===== src/rtl/ecc_pkg.sv =====
// Shared header-ECC definitions: Hamming parity masks, syndrome columns and decode status.
// Used by the RX checker and the TX ECC generator.
package ecc_pkg;

  localparam int unsigned DIN_W = 24;
  localparam int unsigned PAR_W = 6;

  // Each mask selects the din bits that feed one ecc parity bit.
  localparam logic [DIN_W-1:0] PAR_MASK [0:PAR_W-1] = '{
    24'hF12CB7,
    24'hF2555B,
    24'h749A6D,
    24'hB8E38E,
    24'hDF03F0,
    24'hEFFC00
  };

  // Syndrome produced by a single flipped din bit; transpose of PAR_MASK.
  localparam logic [PAR_W-1:0] COL [0:DIN_W-1] = '{
    6'h07, 6'h0B, 6'h0D, 6'h0E, 6'h13, 6'h15, 6'h16, 6'h19, 6'h1A, 6'h1C,
    6'h23, 6'h25, 6'h26, 6'h29, 6'h2A, 6'h2C, 6'h31, 6'h32, 6'h34, 6'h38,
    6'h1F, 6'h2F, 6'h37, 6'h3B
  };

  typedef enum logic [1:0] {
    SYN_OK     = 2'd0,
    SYN_CORR   = 2'd1,
    SYN_UNCORR = 2'd2
  } syn_status_e;

  function automatic logic [PAR_W-1:0] ecc_calc(input logic [DIN_W-1:0] din);
    logic [PAR_W-1:0] p;
    p = '0;
    for (int i = 0; i < PAR_W; i++) begin
      p[i] = ^(din & PAR_MASK[i]);
    end
    return p;
  endfunction

endpackage


===== src/rtl/ecc_syn_dec.sv =====
// Combinational syndrome decoder: maps a 6-bit syndrome to a din flip mask and a status.
module ecc_syn_dec
  import ecc_pkg::*;
(
  input  logic [PAR_W-1:0] syn_i,
  output logic [DIN_W-1:0] flip_mask_o,
  output syn_status_e      status_o
);

  always_comb begin
    flip_mask_o = '0;
    status_o    = SYN_UNCORR;
    if (syn_i == '0) begin
      status_o = SYN_OK;
    end else if ($onehot(syn_i)) begin
      // A lone syndrome bit means the ecc byte itself took the hit; data is intact.
      status_o = SYN_CORR;
    end else begin
      for (int i = 0; i < DIN_W; i++) begin
        if (syn_i == COL[i]) begin
          flip_mask_o[i] = 1'b1;
          status_o       = SYN_CORR;
        end
      end
    end
  end

endmodule


===== config.mk =====
export PLATFORM = sky130hd
export DESIGN_NAME = ecc_syn_dec
export DESIGN_NICKNAME = d
export VERILOG_FILES = /design/src/rtl/ecc_pkg.sv /design/src/rtl/ecc_syn_dec.sv
export SDC_FILE = /design/constraint.sdc
export NUM_CORES = 1
export LEC_CHECK = 0
export BUFFER_PORTS_ARGS = -buffer_cell sky130_fd_sc_hd__buf_2
export CAP_MARGIN = 30
export CORE_MARGIN = 2
export CORE_UTILIZATION = 45
export DETAILED_ROUTE_END_ITERATION = 10
export PLACE_DENSITY_LB_ADDON = 0.05
export SYNTH_ARGS = -nofsm -noshare
export SYNTH_HDL_FRONTEND = slang
export SYNTH_SLANG_ARGS = --single-unit

===== constraint.sdc =====
create_clock -name vclk -period 4.59
set_clock_uncertainty 0.15 [all_clocks]
set_input_delay 0 -clock vclk [all_inputs]
set_output_delay 0 -clock vclk [all_outputs]
set_load 0.02 [all_outputs]

==> impl_metrics.env, run 1 <==
export IMPL_status="finished, final reports clean"
export IMPL_rsz0062_at_grt="no"
export IMPL_synth_simple_area_share_pct=47.65
export IMPL_grt_pass1_wl_um=3049
export IMPL_n_fill_cell=146
export IMPL_vias=825
export IMPL_cts_resized=0
export IMPL_dr_pass1_iters=4
export IMPL_final_hold_viol_count=0
export IMPL_grtUsageTotal_pct=20.30
export IMPL_worst_pin_slew_ns=0.4186
export IMPL_syn_to_final_growth_pct=19.70
export IMPL_drcViolationCount=0
export IMPL_worstSetupPathType="in -> out"
export IMPL_postCtsSetupBuffers=0
export IMPL_num_clock_buffers=0
export IMPL_ant_nets=0
export IMPL_crit_fanout=26
export IMPL_initial_utilization_pct=49.40
export IMPL_overflow=0
export IMPL_drt_wl_total_um=1819
export IMPL_syn_area_um2=666.9
export IMPL_dp_hpwl_um=1347
export IMPL_ys_seq_area_share_pct=0
export IMPL_antennaDiodeCount=0
export IMPL_drv_slew=0
export IMPL_yosysWarnings=0
export IMPL_routedWlPerCell_um=12.63
export IMPL_multi_input_area_um2=589.3
export IMPL_row_count=13
export IMPL_grt_pass1_vias=655
export IMPL_setup_viol=0
export IMPL_drt_iter0_markers=15
export IMPL_final_nets=145
export IMPL_cp_data_required_time_ns=4.44
export IMPL_worst_setup_path_end_kind="primary output"
export IMPL_holdCritPathClass="in -> out"
export IMPL_viasPerCell=5.729
export IMPL_fin_util_pct=59.13
export IMPL_period_minus_slack_ns=3.302
export IMPL_max_freq_mhz=302.8
export IMPL_synth_top_family_by_area="simple AND/OR/NAND/NOR gates"
export IMPL_syn_nets=120
export IMPL_synthAdderAreaFrac_pct=18.39
export IMPL_synth_compound_area_share_pct=17.82
export IMPL_portBuffers=32
export IMPL_max_vdd_ir_drop_uv=76.36
export IMPL_regArea_um2=0
export IMPL_maxCapViolations=0
export IMPL_postCtsHoldBufs=0
export IMPL_seq_cells=0
export IMPL_p_per_area_nw_per_um2=112.0
export IMPL_syn_area_per_cell_um2=6.291
export IMPL_grt_antenna_before_repair=0
export IMPL_die_y_um=42.50
export IMPL_synthDistinctLibCells=33
export IMPL_synth_xor_area_share_pct=1.313
export IMPL_die_x_um=42.50
export IMPL_io_pins=32
export IMPL_die_area_um2=1806
export IMPL_place_gp_congestion=0.7684
export IMPL_crit_path_start_kind="input port"
export IMPL_drive_gt1_share_pct=27.91
export IMPL_tns_ns=0
export IMPL_finalCritPeriodShare_pct=71.95
export IMPL_synth_cells=106
export IMPL_synthMuxAreaShare_pct=3.189
export IMPL_grt_max_degree=27
export IMPL_core_area_um2=1350
export IMPL_p_leak_uw=0.0003894
export IMPL_crit_arrival_ns=3.15
export IMPL_relSlewSlack_pct=72.09
==> layout make-up <==
| type | count | area share (%) |
|---|---|---|
| Timing Repair Buffer | 32 | 20.06 |
| Inverter | 8 | 3.762 |
| Multi-Input combinational cell | 89 | 73.82 |
| Tap cell | 15 | 2.351 |
==> cell families (layout without fill, tap and decap cells) <==
family | Yosys count | after routing
AND/OR/NAND/NOR | 63 | 63
buffers and inverters | 17 | 40
AO/OA/AOI/OAI | 15 | 15
adder cells (fa/ha/maj) | 8 | 8
multiplexers | 2 | 2
XOR/XNOR | 1 | 1
==> final timing paths <==
path,startpoint,endpoint,depth (start not counted)
worst min-delay path,syn_i[2],flip_mask_o[16],3
worst max-delay path,syn_i[3],status_o[1],14
==> worst max-delay path, stage by stage <==
cell and delay [ns]:
buf_2 0.35, fa_1 0.48, inv_1 0.08, fa_1 0.40
inv_1 0.06, ha_1 0.14, inv_1 0.05, fa_1 0.42
nand3_1 0.24, o31ai_1 0.13, a211oi_1 0.23, nand4b_1 0.19
a41oi_2 0.19, buf_2 0.19
==> through the flow <==
step | setup slack [ns] | power [uW] | area (um2) | hold WS [ns] | std cells
floorplan | 1.731 | 68.80 | 666.9 | 0.06959 | 106
global placement | 1.387 | 86.92 | 798.3 | 0.3398 | 144
detailed placement | 1.313 | 88.92 | 798.3 | 0.3435 | 144
CTS | 1.311 | 89.03 | 798.3 | 0.3443 | 144
global route | 1.054 | 99.49 | 798.3 | 0.3866 | 144
finish | 1.288 | 89.42 | 798.3 | 0.3515 | 144
==> layout by cell type (no fill, tap or decap), types with 2 or more instances in the layout <==
master,n
nand2b_1,6
nor2_1,12
nand2_1,18
o31ai_1,2
ha_1,5
nand3_1,4
fa_1,3
nor3_1,11
nor4_1,6
nand3b_1,3
a21oi_1,3
buf_2,32
inv_1,7
==> layer usage <==
metal | track usage, % | share of wire [%] | routed length [um]
met1 | 29.67 | 46 | 840
met2 | 35.38 | 50 | 912
met3 | 0 | 3.6 | 66
met4 | 0 | 0 | 0
met5 | 0 | 0 | 0
==> synthesized netlist by cell type (2+ instances only) <==
cell	n	area share [%]
a21oi_1	3	2.3
buf_2	2	1.5
clkbuf_1	5	2.8
fa_1	3	9.0
ha_1	5	9.4
inv_1	7	3.9
nand2_1	18	10
nand2b_1	6	5.6
nand3_1	4	3.0
nand3b_1	3	3.4
nor2_1	12	6.8
nor3_1	11	8.3
nor4_1	6	5.6
o31ai_1	2	2.3
==> report_power, final <==
group | internal [uW] | total (uW) | switching (uW)
clock network | 0 | 0 | 0
logic | 29.8 | 89.4 | 59.6
registers | 0 | 0 | 0
total | 29.8 | 89.4 | 59.6
Power figures use the tool's default switching activity.
==> inputs of run 2 (changes only) <==
--- a/config.mk
+++ b/config.mk
@@ -5,6 +5,7 @@
 export SDC_FILE = /design/constraint.sdc
 export NUM_CORES = 1
 export LEC_CHECK = 0
+export ABC_AREA = 1
 export BUFFER_PORTS_ARGS = -buffer_cell sky130_fd_sc_hd__buf_2
 export CAP_MARGIN = 30
 export CORE_MARGIN = 2
==> constraint.sdc (replaced) <==
create_clock -name vclk -period 2.89
set_clock_uncertainty 0.15 [all_clocks]
set_input_delay 0 -clock vclk [all_inputs]
set_output_delay 0 -clock vclk [all_outputs]
set_load 0.02 [all_outputs]
==> run 2 against run 1 <==
  * Die area is 12% higher
  * Non-clock buffer count is 2 higher
  * Sequential share of layout area stayed put
  * Via count is 32% higher
  * Cell count is 38% higher
  * Worst hold slack better by 0.0063 ns
  * First-iteration DRC count is 130% higher
  * Final area is 17% higher
  * Critical path depth is 2 higher
  * Combinational power is 99% higher
  * Flip-flop and latch count stayed put
  * Total power is 99% higher
  * Largest cell class unchanged
  * Highest routed layer is now met4
==> impl_metrics.env, run 2 <==
export IMPL_synthDistinctLibCells=17
export IMPL_hold_depth=5
export IMPL_grt_pass1_vias=942
export IMPL_worstHoldStart="syn_i[5]"
export IMPL_setup_viol=0
export IMPL_wl_met2_um=1176
export IMPL_synth_cells=155
export IMPL_cp_data_required_time_ns=2.74
export IMPL_overflow=0
export IMPL_syn_area_per_cell_um2=4.892
export IMPL_worst_pin_slew_ns=0.5190
export IMPL_drive_gt1_share_pct=23.63
export IMPL_viasPerCell=5.485
export IMPL_final_hold_viol_count=0
export IMPL_grt_pass1_wl_um=4091
export IMPL_ant_nets=0
export IMPL_grtUsageTotal_pct=26.38
export IMPL_drv_slew=0
export IMPL_crit_arrival_ns=2.61
export IMPL_dp_slack_ns=0.04188
export IMPL_rsz0062_at_grt="no"
export IMPL_period_minus_slack_ns=2.763
export IMPL_grt_antenna_before_repair=0
export IMPL_min_to="flip_mask_o[8]"
export IMPL_pwr_share_seq_pct=0
export IMPL_crit_path_start_kind="input port"
export IMPL_die_area_um2=2030
export IMPL_regArea_um2=0
export IMPL_p_sw_share_pct=67.92
export IMPL_die_y_um=45.05
export IMPL_final_common_cell="nor2_1"
export IMPL_yosys_top_cells_count="53 x nor2_1, 34 x nand3_1, 27 x nand2_1, 14 x inv_1, 5 x ha_1"
export IMPL_clkPwrFrac_pct=0
export IMPL_drt_wl_total_um=2492
export IMPL_synth_largest_area_cell="nor2_1"
export IMPL_seq_cells=0
export IMPL_row_count=14
export IMPL_dr_pass1_iters=4
export IMPL_crit_fanout=4
export IMPL_initial_utilization_pct=49.19
export IMPL_drt_iter0_markers=34
export IMPL_max_vdd_ir_drop_uv=98.83
export IMPL_switching_power_uw=120.7
export IMPL_worst_slack_ns=0.1268
export IMPL_combPwrFrac_pct=100.0
export IMPL_finalCritPeriodShare_pct=95.61
export IMPL_io_pins=32
export IMPL_syn_to_final_growth_pct=23.10
export IMPL_synthTopCellsByArea="nor2_1 26%, nand3_1 22%, nand2_1 13%"
export IMPL_final_nets=198
export IMPL_p_per_area_nw_per_um2=190.4
export IMPL_relSlewSlack_pct=65.27
export IMPL_place_gp_congestion=0.9934
export IMPL_max_freq_mhz=361.9
export IMPL_wl_met1_um=1068
export IMPL_synth_most_common_cell="nor2_1"
export IMPL_top_layer_used="met4"
export IMPL_drcViolationCount=0
export IMPL_syn_nets=169
export IMPL_yosysWarnings=0
export IMPL_worstSetupPathType="in -> out"
export IMPL_vias=1086
export IMPL_routedWlPerCell_um=12.59
export IMPL_syn_area_um2=758.2
export IMPL_ys_seq_area_share_pct=0
export IMPL_core_area_um2=1541
export IMPL_yosys_area_top_type_share_pct=26.24
export IMPL_maxCapViolations=0
export IMPL_p_leak_uw=0.0006385
export IMPL_status="finished, final reports clean"
export IMPL_postCtsSetupBuffers=0
export IMPL_dr_wl_met3_um=217
export IMPL_grt_max_degree=25
export IMPL_tns_ns=0
export IMPL_worst_setup_path_end_kind="primary output"
export IMPL_die_x_um=45.05
export IMPL_internal_power_uw=57.02
export IMPL_num_clock_buffers=0
export IMPL_antennaDiodeCount=0
export IMPL_portBuffers=32
export IMPL_dp_hpwl_um=1894
export IMPL_layout_common_cells="53 x nor2_1, 33 x nand3_1, 30 x buf_2"
export IMPL_holdCritPathClass="in -> out"
==> run 2: cell families (layout without fill, tap and decap cells) <==
group / after synthesis / in the layout / synth area share (%)
compound gates: 3 / 3 / 2.640
fa+ha+maj: 8 / 8 / 16.17
buf+inv: 24 / 51 / 12.37
simple gates: 120 / 120 / 68.81
==> run 2: metal layers <==
layer,vias to the layer above,track usage (%)
met1,490,38.11
met4,0,4.118
met5,-,0
met3,5,0.4000
li1,542,-
met2,49,44.57
==> run 2: layout make-up <==
| type | instances | area (um2) |
|---|---|---|
| tap | 16 | 20.02 |
| timing repair buffer | 34 | 180.2 |
| fill | 185 | 608.1 |
| inverter | 17 | 63.81 |
| multi-input combinational | 131 | 669.4 |
==> run 2: power groups by stage <==
stage	registers (uW)	clock network, uW	logic (uW)
after global placement	0	0	159
final	0	0	178
after floorplan	0	0	116
after detailed placement	0	0	165
after CTS	0	0	166
after global routing	0	0	197
==> run 2: per-stage QoR <==
step           cells  cell area [um2]  power (uW)  utilization [%]  hold slack, ns
6_report         198            933.4       177.7            60.55          0.3578
4_1_cts          198            923.4       165.9            59.90          0.3579
3_5_place_dp     198            923.4       165.4            59.90          0.3561
3_3_place_gp     198            923.4       159.0            59.90          0.3605
5_1_grt          198            933.4       196.9            60.55          0.4077
2_1_floorplan    155            758.2       115.7                -         0.03334
==> run 2: worst max-delay path by stage <==
| stage | startpoint | to | slack [ns] | cells past startpoint |
|---|---|---|---|---|
| after CTS | syn_i[0] | status_o[1] | 0.04 | 16 |
| after global routing | syn_i[0] | status_o[1] | 0.005 | 16 |
| after global placement | syn_i[0] | status_o[1] | 0.14 | 16 |
| after floorplan | syn_i[0] | status_o[1] | 0.20 | 14 |
| after detailed placement | syn_i[0] | status_o[1] | 0.04 | 16 |
| final | syn_i[0] | status_o[1] | 0.13 | 16 |
==> run 2: what timing repair did <==
| item | in CTS | in global routing |
|---|---|---|
| gates resized for setup | 0 | 4 |
| endpoints found under the hold margin | 0 | 0 |
| setup endpoints to repair | 0 | 6 |
| hold buffers | 0 | 0 |
==> run 2: critical path, cell delays in order <==
cell and delay, ns:
buf_2 0.13, fa_1 0.54, inv_1 0.05, fa_1 0.48, inv_1 0.04, ha_1 0.17
inv_1 0.07, fa_1 0.44, nand3_2 0.09, inv_2 0.04, nor2_1 0.09, nand3_1 0.09
nor2_1 0.08, nand2_1 0.05, nor2_1 0.10, buf_4 0.15
==> inputs of run 3 (changes only) <==
--- a/config.mk
+++ b/config.mk
@@ -11,7 +11,7 @@
 export CORE_MARGIN = 2
 export CORE_UTILIZATION = 45
 export DETAILED_ROUTE_END_ITERATION = 10
-export PLACE_DENSITY_LB_ADDON = 0.05
+export PLACE_DENSITY_LB_ADDON = 0.2
 export SYNTH_ARGS = -nofsm -noshare
 export SYNTH_HDL_FRONTEND = slang
 export SYNTH_SLANG_ARGS = --single-unit
==> run 3 against run 2 <==
  * Die area did not move
  * First-iteration DRC count up 35%
  * Flip-flop and latch count unchanged
  * Non-clock buffer count unchanged
  * Worst setup slack improved by 0.0064 ns
  * Utilization is 0.16 points lower
  * Worst hold slack got worse by 0.0030 ns
  * Critical path type unchanged
  * Critical endpoint unchanged
  * Largest cell class unchanged
  * Largest power group unchanged
  * Highest routed layer unchanged
==> impl_metrics.env, run 3 (synthesis results as in run 2) <==
export IMPL_seq_cells=0
export IMPL_postCtsHoldBufs=0
export IMPL_initial_utilization_pct=49.19
export IMPL_worstHoldStart="syn_i[4]"
export IMPL_regArea_um2=0
export IMPL_period_minus_slack_ns=2.757
export IMPL_drcViolationCount=0
export IMPL_die_y_um=45.05
export IMPL_status="finished, final reports clean"
export IMPL_num_clock_buffers=0
export IMPL_worstPathCellList="buf_2 > fa_1 > inv_1 > fa_1 > inv_1 > ha_1 > inv_1 > fa_1 > nand3_2 > inv_2 > nor2_1 > nand3_1 > nor2_1 > nand2_1 > nor2_1 > buf_4"
export IMPL_antennaDiodeCount=0
export IMPL_grt_pass1_wl_um=4057
export IMPL_portBuffers=32
export IMPL_worst_slack_ns=0.1332
export IMPL_die_x_um=45.05
export IMPL_final_common_cell="nor2_1"
export IMPL_dp_hpwl_um=1919
export IMPL_overflow=0
export IMPL_rsz0062_at_grt="no"
export IMPL_cp_data_required_time_ns=2.74
export IMPL_drt_iter0_markers=46
export IMPL_setup_viol=0
export IMPL_crit_path_start_kind="input port"
export IMPL_fin_util_pct=60.39
export IMPL_max_stage_delay_ns=0.56
export IMPL_final_nets=198
export IMPL_grt_max_degree=25
export IMPL_holdCritPathClass="in -> out"
export IMPL_hold_depth=5
export IMPL_tns_ns=0
export IMPL_max_vdd_ir_drop_uv=133.4
export IMPL_p_per_area_nw_per_um2=188.2
export IMPL_final_hold_viol_count=0
export IMPL_worst_setup_path_end_kind="primary output"
export IMPL_core_area_um2=1541
export IMPL_n_fill_cell=159
export IMPL_viasPerCell=5.551
export IMPL_maxCapViolations=0
export IMPL_grtUsageTotal_pct=26.07
export IMPL_grt_pass1_vias=916
export IMPL_worstSetupPathType="in -> out"
export IMPL_syn_to_final_growth_pct=22.77
export IMPL_drive_gt1_share_pct=23.63
export IMPL_instances_no_fill=198
export IMPL_routedWlPerCell_um=12.68
export IMPL_drv_slew=0
export IMPL_crit_fanout=2
export IMPL_dr_pass1_iters=4
export IMPL_place_inst=198
export IMPL_cp_slowest_cell="fa_1"
export IMPL_layout_common_cells="53 x nor2_1, 33 x nand3_1, 31 x buf_2"
export IMPL_crit_arrival_ns=2.61
export IMPL_die_area_um2=2030
export IMPL_drt_wl_total_um=2511
export IMPL_place_gp_congestion=0.9200
export IMPL_relSlewSlack_pct=67.37
export IMPL_row_count=14
export IMPL_grt_antenna_before_repair=0
export IMPL_io_pins=32
export IMPL_vias=1099
export IMPL_worst_pin_slew_ns=0.4876
export IMPL_dp_slack_ns=0.03667
export IMPL_finalCritPeriodShare_pct=95.39
export IMPL_critical_path_top_delay_family="adder cells"
export IMPL_min_to="flip_mask_o[21]"
export IMPL_ant_nets=0
export IMPL_p_leak_uw=0.0006372
export IMPL_max_freq_mhz=362.7
export IMPL_path_buf_inv=6
## run 3: changes by cell type in the layout (fill, tap and decap cells not counted)
cell	delta
buf_2	+1
buf_4	-1
## run 3: stage by stage
step           instance area, um2  hold WS (ns)  total power [uW]
6_report                    930.9        0.3548             175.2
5_1_grt                     930.9        0.3813             192.3
4_1_cts                     923.4        0.3540             166.5
3_5_place_dp                923.4        0.3518             166.2
3_3_place_gp                923.4        0.3461             157.4
2_1_floorplan               758.2       0.03334             115.7
## run 3: cell type report
type / count / area (um2) / area share [%]
Multi-Input combinational cell: 131 / 669.4 / 71.91
Timing Repair Buffer: 34 / 177.7 / 19.09
Inverter: 17 / 63.81 / 6.855
Tap cell: 16 / 20.02 / 2.151
## run 3: worst max path at each step
stage | from | to | slack, ns | cells past startpoint
4_1_cts | syn_i[0] | status_o[1] | 0.05 | 16
5_1_grt | syn_i[3] | status_o[1] | 0.008 | 16
3_3_place_gp | syn_i[0] | status_o[1] | 0.17 | 16
3_5_place_dp | syn_i[0] | status_o[1] | 0.04 | 16
2_1_floorplan | syn_i[0] | status_o[1] | 0.20 | 14
6_report | syn_i[3] | status_o[1] | 0.13 | 16
## run 3: tightest hold or removal path, stage by stage
cell     delay (ns)
buf_2          0.15
nor2_4         0.08
nand3_1        0.08
nor2_1         0.04
buf_2          0.15
## run 3: timing repair
item                                   in CTS  in global routing
gates resized for setup                     0                  3
endpoints found under the hold margin       0                  0
buffers inserted                            0                  0
setup endpoints to repair                   0                 15
## run 3: power breakdown
part	total, uW	switching [uW]	internal (uW)
Sequential	0	0	0
Clock	0	0	0
Combinational	175	120	55.5
Total	175	120	55.5
## run 3: metal layers
layer	up-vias	part of all wire, %	GRT usage [%]
met4	0	2.8	5.294
li1	541	-	-
met3	8	6.8	0.8000
met5	-	0	0
met2	55	48	44.00
met1	495	43	36.98
